`config.mk`:
```
export PLATFORM = sky130hd
export DESIGN_NAME = ioctl_upload_server
export DESIGN_NICKNAME = d
export VERILOG_FILES = /design/src/rtl/ioctl_upload_server.sv
export SDC_FILE = /design/constraint.sdc
export NUM_CORES = 1
export LEC_CHECK = 0
export BUFFER_PORTS_ARGS = -buffer_cell sky130_fd_sc_hd__buf_2
export CORE_MARGIN = 3
export CORE_UTILIZATION = 49
export CTS_CLUSTER_DIAMETER = 40
export DETAILED_ROUTE_END_ITERATION = 16
export GPL_ROUTABILITY_DRIVEN = 0
export PLACE_DENSITY = 0.85
export SLEW_MARGIN = 40
export SYNTH_ARGS = -nofsm -noshare
export SYNTH_HDL_FRONTEND = slang
export SYNTH_SLANG_ARGS = --single-unit
```
`constraint.sdc`:
```
create_clock -name clk_sys -period 3.08 [get_ports clk_sys]
set_input_delay 0.616 -clock clk_sys [delete_from_list [all_inputs] [get_ports clk_sys]]
set_output_delay 0.616 -clock clk_sys [all_outputs]
set_load 0.02 [all_outputs]
```
`src/rtl/ioctl_upload_server.sv`:
```
// HPS ioctl upload responder: turns ioctl_rd strobes into reads on a variable-latency memory port.
// Define UPLOAD_CHECKSUM_EN to build the running modulo-256 checksum on upload_sum.
module ioctl_upload_server #(
    parameter int         ADDR_WIDTH   = 14,
    parameter int         REGION_SIZE  = 16384,
    parameter logic [7:0] UPLOAD_INDEX = 8'd0,
    parameter int         TIMEOUT      = 255,
    parameter logic [7:0] PAD_BYTE     = 8'hFF,
    parameter logic [7:0] ERR_BYTE     = 8'hEE
) (
    input  logic                  clk_sys,
    input  logic                  reset,
    input  logic                  ioctl_upload,
    input  logic [7:0]            ioctl_index,
    input  logic                  ioctl_rd,
    input  logic [24:0]           ioctl_addr,
    output logic [7:0]            ioctl_din,
    output logic                  ioctl_wait,
    output logic                  mem_rd,
    output logic [ADDR_WIDTH-1:0] mem_addr,
    input  logic                  mem_ack,
    input  logic [7:0]            mem_data,
    output logic                  timeout_err,
    output logic [7:0]            upload_sum
);

    typedef enum logic [1:0] {
        IDLE     = 2'd0,
        WAIT_ACK = 2'd1,
        DONE     = 2'd2
    } state_t;

    state_t                state_q, state_d;
    logic [7:0]            din_q, din_d;
    logic [ADDR_WIDTH-1:0] addr_q, addr_d;
    logic [7:0]            cnt_q, cnt_d;
    logic                  timeout_err_q, timeout_err_d;
    logic                  upload_prev_q, upload_prev_d;

    logic                  accept;
    logic                  in_range;
    logic                  cnt_expired;
    logic                  session_start;
    logic                  deliver;
    logic                  timeout_set;
    logic [7:0]            deliver_byte;

    assign accept        = ioctl_rd & ioctl_upload & (ioctl_index == UPLOAD_INDEX) & (state_q == IDLE);
    assign in_range      = 32'(ioctl_addr) < 32'(REGION_SIZE);
    assign cnt_expired   = (cnt_q == 8'(TIMEOUT));
    assign session_start = ioctl_upload & ~upload_prev_q;

    always_ff @(posedge clk_sys) begin
        if (reset) begin
            state_q       <= IDLE;
            din_q         <= 8'd0;
            addr_q        <= '0;
            cnt_q         <= 8'd0;
            timeout_err_q <= 1'b0;
            upload_prev_q <= 1'b0;
        end else begin
            state_q       <= state_d;
            din_q         <= din_d;
            addr_q        <= addr_d;
            cnt_q         <= cnt_d;
            timeout_err_q <= timeout_err_d;
            upload_prev_q <= upload_prev_d;
        end
    end

    // Dropping the session aborts from any state; an ack on the same cycle is discarded.
    always_comb begin
        state_d = state_q;
        case (state_q)
            IDLE: begin
                if (accept) begin
                    state_d = in_range ? WAIT_ACK : DONE;
                end
            end
            WAIT_ACK: begin
                if (mem_ack || cnt_expired) begin
                    state_d = DONE;
                end
            end
            DONE:    state_d = IDLE;
            default: state_d = IDLE;
        endcase
        if (!ioctl_upload) begin
            state_d = IDLE;
        end
    end

    always_comb begin
        deliver      = 1'b0;
        deliver_byte = din_q;
        timeout_set  = 1'b0;
        addr_d       = addr_q;
        cnt_d        = 8'd0;
        case (state_q)
            IDLE: begin
                if (accept) begin
                    if (in_range) begin
                        addr_d = ioctl_addr[ADDR_WIDTH-1:0];
                        cnt_d  = 8'd1;
                    end else begin
                        deliver      = 1'b1;
                        deliver_byte = PAD_BYTE;
                    end
                end
            end
            WAIT_ACK: begin
                if (ioctl_upload) begin
                    if (mem_ack) begin
                        deliver      = 1'b1;
                        deliver_byte = mem_data;
                    end else if (cnt_expired) begin
                        deliver      = 1'b1;
                        deliver_byte = ERR_BYTE;
                        timeout_set  = 1'b1;
                    end else begin
                        cnt_d = cnt_q + 8'd1;
                    end
                end
            end
            default: begin
            end
        endcase
        din_d         = deliver ? deliver_byte : din_q;
        timeout_err_d = (session_start ? 1'b0 : timeout_err_q) | timeout_set;
        upload_prev_d = ioctl_upload;
    end

    always_comb begin
        ioctl_wait = accept | (state_q == WAIT_ACK);
        mem_rd     = (state_q == WAIT_ACK);
    end

    assign ioctl_din   = din_q;
    assign mem_addr    = addr_q;
    assign timeout_err = timeout_err_q;

`ifdef UPLOAD_CHECKSUM_EN
    logic [7:0] sum_q, sum_d;
    logic [7:0] sum_base;

    always_ff @(posedge clk_sys) begin
        if (reset) begin
            sum_q <= 8'd0;
        end else begin
            sum_q <= sum_d;
        end
    end

    // A byte delivered on the session's first cycle still counts after the clear.
    always_comb begin
        sum_base = session_start ? 8'd0 : sum_q;
        sum_d    = deliver ? (sum_base + deliver_byte) : sum_base;
    end

    assign upload_sum = sum_q;
`else
    assign upload_sum = 8'd0;
`endif

endmodule

```
==> results of run 1 <==
synthesized netlist by cell type, types with 3 or more instances:
library cell | n | share of area (%)
dfxtp_1 | 34 | 43
nand3_1 | 16 | 5.0
o21ai_0 | 15 | 4.7
o21bai_1 | 7 | 3.3
inv_1 | 3 | 0.71
buf_4 | 8 | 3.8
mux2i_1 | 6 | 3.8
clkbuf_1 | 6 | 1.4
a21oi_1 | 18 | 5.6
or3_1 | 3 | 1.2
nor2_1 | 10 | 2.4
nand2_1 | 5 | 1.2
xnor2_1 | 3 | 1.6
nand2b_1 | 8 | 3.1
and3_1 | 4 | 1.6
layer usage:
layer,up-vias,part of all wire (%),GRT usage (%)
met5,-,0,0
met4,0,1.2,7.163
met3,6,9.2,6.239
met2,64,47,30.70
met1,675,42,21.09
li1,742,-,-
worst paths after layout:
path                                endpoint  slack, ns  depth (start not counted)
worst max register to register  ioctl_din[0]       1.30                          5
worst min register to register      cnt_q[0]       0.46                          1
worst max-delay path              ioctl_wait       1.00                          5
worst min-delay path                cnt_q[0]       0.46                          1
power by group through the flow:
stage	registers, mW	clock network [mW]	logic [mW]
final	0.440	0.429	0.0606
after global routing	0.441	0.457	0.0671
after CTS	0.440	0.434	0.0609
after detailed placement	0.450	0	0.0606
after global placement	0.450	0	0.0608
after floorplan	0.451	0	0.0336
cell families after synthesis:
logic type,Yosys count
xor gates and xnor gates,5
buffers and inverters,20
muxes,8
AOI/OAI and AO/OA,45
other,1
and+or+nand+nor,61
DFF,34
adders and majority gates,1
state kept, by name (all words and copies together) (netlist names):
signal and count:
timeout_err 1, state_q 2, ioctl_din 8, cnt_q 8, mem_addr 14, upload_prev_q 1
cells in the final DEF, fill, tap and decap left out, types with 6 or more instances in the layout:
master	count
conb_1	8
o21bai_1	7
nor2_1	10
o21ai_0	15
nand2b_1	8
nand3_1	16
dfxtp_1	34
a21oi_1	18
buf_2	70
mux2i_1	6
layout make-up:
type                       count  area share [%]
timing repair buffer          70           17.21
inverter                       3          0.5532
clock inverter                 2           2.950
tap                           44           2.704
sequential                    34           33.44
clock buffer                   6           2.520
multi-input combinational    128           40.63
worst max-delay path, cell delays in order:
cell,delay [ns]
buf_2,0.11
nor4_4,0.35
a31oi_1,0.13
nor2_1,0.09
buf_2,0.17
through the flow:
stage / std cells / utilization [%] / power (mW)
floorplan: 182 / - / 0.4842
global placement: 279 / 62.52 / 0.5112
detailed placement: 279 / 62.52 / 0.5111
CTS: 287 / 66.14 / 0.9351
global route: 287 / 66.14 / 0.9651
finish: 287 / 66.14 / 0.9302
==> metrics.md, run 1 <==
| Metric | Value |
|---|---|
| Chip height | about 63 um |
| Pin slew with the least headroom to its limit | ~0.54 ns |
| Crit path kind | primary input to output pin |
| Fin nets | 289 |
| Remaining Overflow, GRT | 0 |
| Class of the tightest hold or removal check | register to register |
| FF+latch area | roughly 700 sq um |
| RR Startpoint | cnt_q[0] |
| Post-synthesis register bit count | 34 |
| Final hold viol count | 0 |
| Maximum fanout count along the critical path | 4 |
| Clock transition at the registers of the reported paths | roughly 0.11 ns |
| CP required | 2.46 ns |
| Total routed wirelength | 3554 um |
| Proportion of synthesized area in mux cells | between 5 and 6% |
| Max-cap violations | 0 |
| Power density over cell area | approximately 460 nW/um^2 |
| Count of inserted antenna diode cells | 0 |
| Start point of the worst min-delay path | cnt_q[0] |
| CP Launch Point | ioctl_index[5] |
| Period utilisation layout | 67.50% |
| DRC violation count after routing | 0 |
| Worst-case setup slack after placement | approximately 0.77 ns |
| Count of fill cells added during filler insertion | slightly below 300 |
| Number of ports placed on the die boundary | 79 |
| Area of all placed cells without fillers | approximately 2000 sq um |
| Critical Path Start Type | primary input |
| First-pass GRT wire length | 5871 um |
| Number of warnings reported in the yosys synthesis log | 0 |
| Maximum clock insertion buffer count | 2 |
| Synthesized-area fraction occupied by xor and xnor cells | 2.743% |
| Area fraction in and, or, nand and nor cells after synthesis | between 20% and 30% |
| Count of final setup violators | 0 |
| Vias in the first global route | between 1000 and 1500 |
| Root buffer cell | clkbuf_4 |
| Post-DR vias/cell | 5.181 |
| Pin count of the biggest net entering global routing | 34 |
| Switching fraction of total power | 20.04% |
| Psw | between 150 and 200 uW |
| Arrival time worst endpoint | between 1 and 1.5 ns |
| Worst clock skew | about 0.0053 ns |
| Hold buffer count at cts | 0 |
| Ys flop type | dfxtp_1 |
| Synth-to-Final Area Change | 27.51% |
| EDFF count, synth | 0 |
| Part of the power in registers | about 47% |
| Final critical delay including setup and external delays | 2.079 ns |
| Area fraction in compound gates after synthesis | approximately 17% |
| Postcts setup bufs | 0 |
| Status | complete, no violations |
| Die span in x | 63.08 um |
| DR pass1 iterations | 4 |
| IR Drop Worst-Case VDD | between 0.2 and 0.3 mV |
| Mapped Cells | roughly 180 |
| Combinational share of power | 6.5% |
| Count of routing violations after the opening detailed-route iteration | 44 |
| Num CTS Buffers | 5 |
| Post-route ant nets | 0 |
| Resize count post-CTS | 0 |
| Post-Route Hold Slack | between 0.4 and 0.5 ns |
| CTS H-tree lvls | 2 |
| Timing-limited maximum frequency | 481.0 MHz |
| Dominant combinational cell family by area after synthesis | simple AND/OR/NAND/NOR gates |
| Drt wl/cell | ~12 um |
| Vias after detailed routing | roughly 1500 |
| Area of the core region | between 3000 and 4000 sq um |
| RSZ-0062 raised after global routing | no |
| Share of flip-flops with an asynchronous set or reset after synthesis | 0% |
| Relative contribution of the clock network to total power | a little under half |
| Die outline area | a little under 4000 sq um |
| Placed wire-length estimate | between 2000 and 3000 um |
| Post-synthesis instance area | around 1600 sq um |
| Area used by multi-input combinational logic | a little over 800 sq um |
| Clock latency on the worst-skew pair | around 0.34 ns |
| Fin worst setup slack | around 1 ns |
| Cell Area, Placed | about 1900 sq um |
| Worst setup EP type | output pin |
| Global Route Usage Sum | 18.22% |
| Rows | 20 |
| Worst slew margin | 64.07% |
| Initial antenna violation count | 0 |
| Final number of max-transition violations | 0 |
| Final sum of negative setup slack | 0 ns |
| Adder and majority gate portion of the synthesized area | less than 1% |
| Avg Synthesized Cell Area | between 9 and 10 sq um |
| Fraction of layout instances using a drive strength above 1 | a little over a third |
| Seq/Total Area, Yosys | a little over two fifths |
| Internal power contribution | 743.8 uW |
| Initial standard-cell utilization of the core | 51.87% |
| Count of different cell masters after synthesis | 38 |
| Clock tree from TritonCTS | yes |
| Number of clock sinks | 34 |
| Leakage power of the design | 0.9197 nW |
| Count of buffers from port buffering | 70 |
No activity file was read; power rests on OpenSTA's default activity.
==> run 2, diff against run 1 <==
Settings changed: CORE_UTILIZATION 49 to 45, PLACE_DENSITY 0.85 to 0.79.
Clock period 3.08 ns to 2.1 ns, I/O delays scaled along.
==> metrics.md, run 2 (synthesis results as in run 1) <==
| Metric | Value |
|---|---|
| Status | complete, no violations |
| Post-route ant nets | 0 |
| Fraction of layout instances using a drive strength above 1 | a little under two fifths |
| Maximum clock insertion buffer count | 2 |
| Worst clock skew | ~0.0072 ns |
| Num CTS Buffers | 5 |
| Chip height | 65.57 um |
| Max-cap violations | 0 |
| Number of ports placed on the die boundary | approximately 80 |
| Count of fill cells added during filler insertion | between 300 and 400 |
| Pin count of the biggest net entering global routing | 33 |
| Critical Path Start Type | primary input |
| Count of buffers from port buffering | 70 |
| Worst-case setup slack after placement | 0.2691 ns |
| Period utilisation layout | 81.01% |
| Global Route Usage Sum | ~17% |
| Clock latency on the worst-skew pair | about 0.33 ns |
| Max FFs per register | 14 |
| Leakage power of the design | 0.9182 nW |
| Vias in the first global route | around 1300 |
| Count of routing violations after the opening detailed-route iteration | around 110 |
| Cell count after placement | between 200 and 300 |
| Post-DR vias/cell | 5.112 |
| Final number of max-transition violations | 0 |
| Remaining Overflow, GRT | 0 |
| Number of clock sinks | 34 |
| Most frequent standard cell in the layout excluding fill and tap cells | buf_2 |
| Worst path slowest cell | nor4_4 |
| CP max stage delay | roughly 0.34 ns |
| Crit path kind | primary input to output pin |
| Area of all placed cells without fillers | about 2000 sq um |
| Timing-limited maximum frequency | just under 600 MHz |
| Clock tree from TritonCTS | yes |
| Resize count post-CTS | 0 |
| Count of inserted antenna diode cells | 0 |
| CP required | ~1.7 ns |
| Root buffer cell | clkbuf_4 |
| Maximum fanout count along the critical path | 4 |
| Die span in x | roughly 66 um |
| Worst setup EP type | output pin |
| Class of the tightest hold or removal check | primary input to register |
| Fin worst setup slack | roughly 0.4 ns |
| Vias after detailed routing | between 1500 and 2000 |
| RSZ-0062 raised after global routing | no |
| Cell Area, Placed | slightly below 2000 sq um |
| Postcts setup bufs | 0 |
| Post-Route Hold Slack | roughly 0.33 ns |
| CTS H-tree lvls | 2 |
| Most frequent cell on the critical path | buf_2 |
| Area of the core region | roughly 3400 sq um |
| Initial antenna violation count | 0 |
| DR pass1 iterations | 5 |
| Synth-to-Final Area Change | 27.04% |
| First-pass GRT wire length | roughly 5600 um |
| Arrival time worst endpoint | 1.28 ns |
| Total routed wirelength | around 3500 um |
| Rows | 21 |
| Leading cell types in the layout, fill and taps excluded | buf_2 (70), dfxtp_1 (34), a21oi_1 (18) |
| DRC violation count after routing | 0 |
| IR Drop Worst-Case VDD | 0.4586 mV |
| Die outline area | between 4000 and 5000 sq um |
| Initial standard-cell utilization of the core | between 40% and 50% |
| Number of cells in the finished layout apart from fillers | 294 |
| Final hold viol count | 0 |
| Final sum of negative setup slack | 0 ns |
| Power consumption | 1.113 mW |
| Final critical delay including setup and external delays | roughly 1.7 ns |
| Clock transition at the registers of the reported paths | approximately 0.1 ns |
| Count of final setup violators | 0 |
| Drt wl/cell | approximately 12 um |
| Power density over cell area | approximately 550 nW/um^2 |
| Crit-path cells | buf_2 > nor4_4 > a31oi_1 > nor2_1 > buf_2 |
| Share of the core filled with cells | 59.84% |
| Placed wire-length estimate | roughly 2600 um |
| Fin nets | between 200 and 300 |
| Hold buffer count at cts | 0 |
-- run 2: cell count changes in the layout (fill, tap and decap cells not counted), sizes merged --
cell,previous run,this run
bufinv,2,0
clkinvlp,0,1
buf,70,75
clkinv,0,1
-- run 2: cell type report --
cell class	count	area, sq um	area share (%)
inverter	3	11.26	0.5552
timing repair buffer	75	387.9	19.12
sequential	34	680.7	33.56
tap	46	57.56	2.838
multi-input combinational	128	827.0	40.78
clock inverter	2	12.51	0.6169
clock buffer	6	51.30	2.529
-- run 2: path summary, 6_finish.rpt --
check	start	endpoint	slack, ns	cells after the start
setup / recovery	ioctl_index[5]	ioctl_wait	0.40	5
hold reg to reg	mem_addr[11]	mem_addr[11]	0.47	2
setup reg to reg	cnt_q[0]	ioctl_din[7]	0.42	6
hold / removal	ioctl_addr[9]	mem_addr[9]	0.33	3
-- run 2: routing by layer --
metal | wire (um) | global-route usage [%] | share of wire (%) | up-vias
li1 | - | - | - | 745
met1 | 1522 | 20.87 | 44 | 674
met2 | 1570 | 26.55 | 45 | 78
met3 | 336 | 5.812 | 9.6 | 6
met4 | 53 | 4.922 | 1.5 | 0
met5 | 0 | 0 | 0 | -
-- run 2: worst max-delay path, delay by kind of cell --
kind	cells	cell delay, ns
AO/OA/AOI/OAI	1	0.14
buffers and inverters	2	0.28
AND/OR/NAND/NOR	2	0.44
-- run 2: report_power, final --
group | switching [mW] | leakage, nW | internal, mW
registers | 0.000274 | 0.274 | 0.646
clock network | 0.216 | 0.0343 | 0.161
logic | 0.0468 | 0.610 | 0.0433
total | 0.263 | 0.918 | 0.850
